### src/rtl/mem_seq_pkg.sv
// Shared definitions for the byte-serial load/store sequencer: FSM encoding,
// active-low mem_op bit positions, byte counts and decode helpers.
package mem_seq_pkg;

    typedef enum logic [2:0] {
        ST_IDLE   = 3'd0,
        ST_ACCESS = 3'd1,
        ST_GAP    = 3'd2,
        ST_DONE   = 3'd3,
        ST_ERR    = 3'd4
    } state_e;

    localparam int OP_LB  = 7;
    localparam int OP_LH  = 6;
    localparam int OP_LW  = 5;
    localparam int OP_LBU = 4;
    localparam int OP_LHU = 3;
    localparam int OP_SB  = 2;
    localparam int OP_SH  = 1;
    localparam int OP_SW  = 0;

    localparam logic [7:0] OP_NONE = 8'hFF;

    localparam logic [2:0] NB_BYTE = 3'd1;
    localparam logic [2:0] NB_HALF = 3'd2;
    localparam logic [2:0] NB_WORD = 3'd4;

    localparam int TIMEOUT_DEFAULT = 255;

    function automatic logic [2:0] op_nbytes(input logic [7:0] op);
        logic [2:0] n;
        if (!op[OP_LW] || !op[OP_SW]) begin
            n = NB_WORD;
        end else if (!op[OP_LH] || !op[OP_LHU] || !op[OP_SH]) begin
            n = NB_HALF;
        end else begin
            n = NB_BYTE;
        end
        return n;
    endfunction

    function automatic logic op_is_load(input logic [7:0] op);
        return op[OP_SB] && op[OP_SH] && op[OP_SW];
    endfunction

    // More than one low bit is detected by clearing the lowest set bit of ~op.
    function automatic logic op_illegal(input logic [7:0] op, input logic [1:0] a);
        logic [7:0] sel;
        logic       multi;
        logic       misal;
        sel   = ~op;
        multi = ((sel & (sel - 8'd1)) != 8'd0);
        misal = ((op_nbytes(op) == NB_HALF) && a[0]) ||
                ((op_nbytes(op) == NB_WORD) && (a != 2'd0));
        return multi || misal;
    endfunction

    function automatic logic [31:0] load_extend(input logic [7:0] op, input logic [31:0] raw);
        logic [31:0] r;
        if (!op[OP_LB]) begin
            r = {{24{raw[7]}}, raw[7:0]};
        end else if (!op[OP_LH]) begin
            r = {{16{raw[15]}}, raw[15:0]};
        end else if (!op[OP_LBU]) begin
            r = {24'd0, raw[7:0]};
        end else if (!op[OP_LHU]) begin
            r = {16'd0, raw[15:0]};
        end else begin
            r = raw;
        end
        return r;
    endfunction

endpackage

### src/rtl/mem_seq_timeout.sv
// Per-byte wait-state counter: counts enabled cycles and flags when the
// current wait cycle is the last one allowed.
module mem_seq_timeout
    import mem_seq_pkg::*;
#(
    parameter int LIMIT = TIMEOUT_DEFAULT
) (
    input  logic clk,
    input  logic rst_n,
    input  logic clr,
    input  logic en,
    output logic expired
);

    localparam int CW = (LIMIT > 1) ? $clog2(LIMIT) : 1;
    localparam logic [CW-1:0] LAST = CW'(LIMIT - 1);

    logic [CW-1:0] cnt_r;

    // Wait-cycle counter, saturating at the last allowed value.
    always_ff @(posedge clk or negedge rst_n) begin
        if (!rst_n) begin
            cnt_r <= {CW{1'b0}};
        end else if (clr) begin
            cnt_r <= {CW{1'b0}};
        end else if (en && !expired) begin
            cnt_r <= cnt_r + CW'(32'd1);
        end else begin
            cnt_r <= cnt_r;
        end
    end

    assign expired = (cnt_r == LAST);

endmodule

### src/rtl/mem_seq.sv
// Sequences 8/16/32-bit loads and stores as little-endian byte cycles on an
// 8-bit handshake bus, with alignment checking and per-byte timeout.
module mem_seq
    import mem_seq_pkg::*;
#(
    parameter int TIMEOUT = TIMEOUT_DEFAULT
) (
    input  logic        clk,
    input  logic        rst,
    input  logic [7:0]  mem_op,
    input  logic [31:0] addr,
    input  logic [31:0] wdata,
    output logic [31:0] rdata,
    output logic        stall_n,
    output logic        done_n,
    output logic        err_n,
    output logic [31:0] bus_addr,
    output logic [7:0]  bus_wdata,
    input  logic [7:0]  bus_rdata,
    output logic        bus_oe_n,
    output logic        bus_we_n,
    input  logic        bus_ready_n
);

    state_e      state_r, state_s;
    logic [7:0]  op_r, op_s;
    logic [31:0] addr_r, addr_s;
    logic [31:0] wdata_r, wdata_s;
    logic [31:0] ld_buf_r, ld_buf_s;
    logic [31:0] rdata_r, rdata_s;
    logic [1:0]  idx_r, idx_s;
    logic [31:0] bus_addr_r;
    logic [7:0]  bus_wdata_r;
    logic        bus_oe_n_r, bus_we_n_r, done_n_r, err_n_r;
    logic        tmo_clr_s, tmo_en_s, tmo_exp_s;
    logic        last_byte_s, busy_s;

    assign last_byte_s = ({1'b0, idx_r} == (op_nbytes(op_r) - 3'd1));

    mem_seq_timeout #(.LIMIT(TIMEOUT)) u_timeout (
        .clk     (clk),
        .rst_n   (rst),
        .clr     (tmo_clr_s),
        .en      (tmo_en_s),
        .expired (tmo_exp_s)
    );

    // Next-state, request latching and load-buffer assembly.
    always_comb begin
        state_s   = state_r;
        op_s      = op_r;
        addr_s    = addr_r;
        wdata_s   = wdata_r;
        idx_s     = idx_r;
        ld_buf_s  = ld_buf_r;
        rdata_s   = rdata_r;
        tmo_clr_s = 1'b0;
        tmo_en_s  = 1'b0;
        case (state_r)
            ST_IDLE: begin
                if (mem_op != OP_NONE) begin
                    op_s      = mem_op;
                    addr_s    = addr;
                    wdata_s   = wdata;
                    idx_s     = 2'd0;
                    ld_buf_s  = 32'd0;
                    tmo_clr_s = 1'b1;
                    if (op_illegal(mem_op, addr[1:0])) begin
                        state_s = ST_ERR;
                    end else begin
                        state_s = ST_ACCESS;
                    end
                end else begin
                    state_s = ST_IDLE;
                end
            end
            ST_ACCESS: begin
                if (!bus_ready_n) begin
                    ld_buf_s[{idx_r, 3'b000} +: 8] = bus_rdata;
                    idx_s     = idx_r + 2'd1;
                    tmo_clr_s = 1'b1;
                    if (last_byte_s) begin
                        state_s = ST_DONE;
                        if (op_is_load(op_r)) begin
                            rdata_s = load_extend(op_r, ld_buf_s);
                        end else begin
                            rdata_s = rdata_r;
                        end
                    end else begin
                        state_s = ST_GAP;
                    end
                end else begin
                    tmo_en_s = 1'b1;
                    if (tmo_exp_s) begin
                        state_s = ST_ERR;
                    end else begin
                        state_s = ST_ACCESS;
                    end
                end
            end
            ST_GAP:  state_s = ST_ACCESS;
            ST_DONE: state_s = ST_IDLE;
            ST_ERR:  state_s = ST_IDLE;
            default: state_s = ST_IDLE;
        endcase
    end

    // State register; bus and status outputs are registered from the next state.
    always_ff @(posedge clk or negedge rst) begin
        if (!rst) begin
            state_r     <= ST_IDLE;
            op_r        <= OP_NONE;
            addr_r      <= 32'd0;
            wdata_r     <= 32'd0;
            idx_r       <= 2'd0;
            ld_buf_r    <= 32'd0;
            rdata_r     <= 32'd0;
            done_n_r    <= 1'b1;
            err_n_r     <= 1'b1;
            bus_oe_n_r  <= 1'b1;
            bus_we_n_r  <= 1'b1;
            bus_addr_r  <= 32'd0;
            bus_wdata_r <= 8'd0;
        end else begin
            state_r    <= state_s;
            op_r       <= op_s;
            addr_r     <= addr_s;
            wdata_r    <= wdata_s;
            idx_r      <= idx_s;
            ld_buf_r   <= ld_buf_s;
            rdata_r    <= rdata_s;
            done_n_r   <= (state_s != ST_DONE);
            err_n_r    <= (state_s != ST_ERR);
            bus_oe_n_r <= !((state_s == ST_ACCESS) && op_is_load(op_s));
            bus_we_n_r <= !((state_s == ST_ACCESS) && !op_is_load(op_s));
            if (state_s == ST_ACCESS) begin
                bus_addr_r  <= {addr_s[31:2], addr_s[1:0] + idx_s};
                bus_wdata_r <= wdata_s[{idx_s, 3'b000} +: 8];
            end else begin
                bus_addr_r  <= bus_addr_r;
                bus_wdata_r <= bus_wdata_r;
            end
        end
    end

    // Stall is released in DONE/ERR so the pipeline advances with the pulse.
    assign busy_s = (state_r == ST_ACCESS) || (state_r == ST_GAP) ||
                    ((state_r == ST_IDLE) && (mem_op != OP_NONE));

    assign stall_n   = !(rst && busy_s);
    assign rdata     = rdata_r;
    assign done_n    = done_n_r;
    assign err_n     = err_n_r;
    assign bus_addr  = bus_addr_r;
    assign bus_wdata = bus_wdata_r;
    assign bus_oe_n  = bus_oe_n_r;
    assign bus_we_n  = bus_we_n_r;

endmodule
### config.mk
export PLATFORM = sky130hd
export DESIGN_NAME = mem_seq
export DESIGN_NICKNAME = d
export VERILOG_FILES = /design/src/rtl/mem_seq_pkg.sv /design/src/rtl/mem_seq_timeout.sv /design/src/rtl/mem_seq.sv
export SDC_FILE = /design/constraint.sdc
export NUM_CORES = 1
export LEC_CHECK = 0
export CAP_MARGIN = 10
export CORE_ASPECT_RATIO = 0.6
export CORE_UTILIZATION = 56
export CTS_CLUSTER_SIZE = 24
export DETAILED_ROUTE_END_ITERATION = 12
export MAX_ROUTING_LAYER = met4
export PLACE_DENSITY = 0.89
export SLEW_MARGIN = 20
export SYNTH_ARGS = -nofsm -noshare
export SYNTH_HDL_FRONTEND = slang
export SYNTH_SLANG_ARGS = --single-unit
export TNS_END_PERCENT = 100
### constraint.sdc
create_clock -name clk -period 4.5 [get_ports clk]
set_clock_uncertainty 0.1 [all_clocks]
set_input_delay 1.125 -clock clk [delete_from_list [all_inputs] [get_ports clk]]
set_output_delay 1.125 -clock clk [all_outputs]
set_load 0.01 [all_outputs]
==> flow_summary.yaml <==
sta:
  hold_violations: 0
  tightest_slew_ps: 853
  timing.setup.tns_ps: 0
  setup_ws_ps: 136
  period_needed_ps: 4360
  hold_ws_ps: 367
  finalCritPeriodShare_pct: 97.0
  max_slew_margin_pct: 43.1
  fmax_ghz: 0.229
  setup_viol_count_final: 0
  drv_slew: 0
  rsz0062_at_grt: "false"
route:
  wl_per_cell_um: 17.2
  postRouteWirelength_um: 20800
  drc_errors: 0
  first_iter_violations: 613
  drt.antenna.violating_nets: 0
  vias: 6738
  viasPerCell: 5.57
  drtPass1Iterations: 5
global_route:
  grt_max_degree: 69
  grt_pass1_wl_um: 33900
  antenna_found_initial: 1
  grtUsageTotal_pct: 28.6
  gr-total-overflow: 0
  first_global_vias: 6714
clocking:
  clk_latency_ps: 430
  root_buffer: "clkbuf_16"
  cts_buffer_depth: 2
  hold_buffers: 0
  cts_max_level: 4
  clkTransAtPathRegs_ps: 80
  cts_tree: "yes"
  cts_sinks: 193
  cts_buffers: 17
worst_setup_path:
  cp-end-kind: "output port"
  ff2ff_setup_slack_ps: 1060
  cp.arrival_ps: 3140
  cp_cell_sequence: "clkdlybuf4s50_1 > nand4_1 > o41ai_2 > inv_1 > nand2_1 > clkdlybuf4s50_1"
  cp_slowest_cell: "clkdlybuf4s50_1"
  critical_path_class: "in2out"
  rr_worst_depth: 8
  rr_endpoint: "rdata[23]$_DFFE_PN0P_"
  r2r_start: "idx_r[0]$_DFF_PN0_"
  startpoint_type: "input port"
  critPathMaxStageDelay_ps: 580
  crit_fanout: 4
  crit_required_ps: 3270
  crit_top_cell: "clkdlybuf4s50_1"
yosys:
  yosysUniqueCellTypes: 52
  synth_nets: 931
  synth-seq-cells: 193
  synth.most_common_cell: "nand2_1"
  yosysTopAreaCell: "dfrtp_1"
  synth_top_flop_cell: "dfrtp_1"
  synth_area_leaders: "dfrtp_1 (53%), nand2_1 (9.9%), mux2_2 (4.9%)"
  synth_warnings: 0
  synthCells: 840
  syn_area_per_cell_um2: 10.1
  synth_top_area_share_pct: 53.5
  synthesis.area_mm2: 0.00847
  yosysSeqAreaShare_pct: 57.2
  ys_top_cells_by_count: "nand2_1 (224), dfrtp_1 (181), nor2_1 (67)"
  synth_edf_count: 0
  async_flop_share_pct: 100
hold_path:
  hold_class: "reg2reg"
  hold_depth: 2
  min_to: "addr_r[7]$_DFF_PN0_"
  hold_start: "addr_r[7]$_DFF_PN0_"
power:
  p_sw_mw: 1.67
  clkPwrFrac_pct: 27.7
  swShare_pct: 31.1
  leakagePower_nw: 5.09
  cellPowerDensity_mw_per_mm2: 494
  intPower_mw: 3.71
  comb_power_share_pct: 27.1
  pwr-share-seq_pct: 45.1
  ir_worst_vdd_mv: 0.287
floorplanning:
  row_count: 34
  dieArea_mm2: 0.0156
  fp.dieW_um: 161
  die_h_um: 97.3
  pin_count: 160
  initial_core_util_pct: 57.9
  core_mm2: 0.0146
outcome:
  status: "complete, no violations"
placement:
  port_buffers: 159
  place.gp.congestion: 0.848
  dp_slack_ps: 43.7
  hpwl_um: 13900
finish:
  drive_above_1_share_pct: 11.8
  synthToLayoutAreaGrowth_pct: 28.7
  nNetsFinal: 1090
job:
  cap_violations: 0
==> kinds of logic (layout without fill, tap and decap cells) <==
family,count (synthesis),after routing,synth area share [%]
AND/OR/NAND/NOR,363,363,18.5
adder cells (fa/ha/maj),9,9,1.30
flip-flops,193,193,57.2
XOR/XNOR,12,12,1.24
buffers and inverters,50,221,2.70
multiplexers,57,57,7.33
AO/OA/AOI/OAI,156,156,11.8
other,0,1,0
==> critical path, delay by kind of cell <==
family / cells / cell delay [ps]
compound gates: 1 / 450
buf+inv: 3 / 1150
simple gates: 2 / 390
==> cell usage in the layout, fill, tap and decap left out, types with 5 or more instances in the layout <==
cell             count
clkbuf_16           17
o31ai_1              8
o21ai_0             26
a21oi_1             63
xnor2_1              6
nand4_1              8
xor2_1               6
clkdlybuf4s50_1    158
o211a_1              5
nor2b_1             32
a22o_1              24
inv_1                9
ha_1                 8
nor2_1              67
dfstp_2             12
mux2_2              37
o22a_1              10
nand3_1             10
buf_4               20
mux2i_1             19
a31oi_1              8
dfrtp_1            181
nand2_1            224
==> power by group through the flow <==
stage               combinational (mW)  clock, mW  sequential (mW)
floorplan                        0.693          0             2.47
global placement                  1.40          0             2.42
detailed placement                1.45          0             2.44
CTS                               1.47       1.50             2.42
global route                      1.58       1.58             2.47
finish                            1.46       1.49             2.43
==> worst max path at each step <==
stage	startpoint	end	slack, ps	cells past startpoint
after global routing	mem_op[2]	stall_n	20	6
after floorplan	bus_ready_n	bus_wdata[1]$_DFFE_PN0N_	1230	7
after detailed placement	mem_op[2]	stall_n	40	6
after CTS	mem_op[2]	stall_n	20	6
after global placement	mem_op[2]	stall_n	40	6
final	mem_op[2]	stall_n	140	6
==> final cells by class <==
cell class                      instances  area (µm²)
Antenna cell                            1        2.50
Tap cell                              198         248
Timing Repair Buffer                  180        1770
Inverter                               10        37.5
Clock buffer                           17         425
Sequential cell                       193        4840
Fill cell                             985        3730
Multi-Input combinational cell        597        3430
Clock inverter                         14         148
==> routing by layer <==
layer	share of wire [%]	vias up	track usage, %
li1	-	3173	-
met1	46	3300	40.6
met2	45	220	42.0
met3	6.7	45	5.34
met4	1.7	0	9.58
met5	0	-	-
==> per-stage QoR <==
stage	util [%]	instances	instance area, µm²	power, mW
floorplan	-	840	8470	3.16
global placement	70.5	1178	10300	3.82
detailed placement	70.5	1178	10300	3.89
CTS	74.4	1209	10900	5.39
global route	74.5	1210	10900	5.64
finish	74.5	1210	10900	5.38
==> state kept, by name, indices dropped and copies added, names as in the netlist <==
signal,cells
addr_r,32
bus_addr,32
bus_oe_n,1
bus_wdata,8
bus_we_n,1
done_n,1
err_n,1
idx_r,2
ld_buf_r,32
op_r,8
rdata,32
state_r,3
u_timeout.cnt_r,8
wdata_r,32
==> repair_timing <==
item | 4_1_cts | 5_1_grt
buffers inserted | 0 | 0
setup endpoints to repair | 0 | 1
gates resized for setup | 0 | 1
No activity file was read; power rests on OpenSTA's default activity.
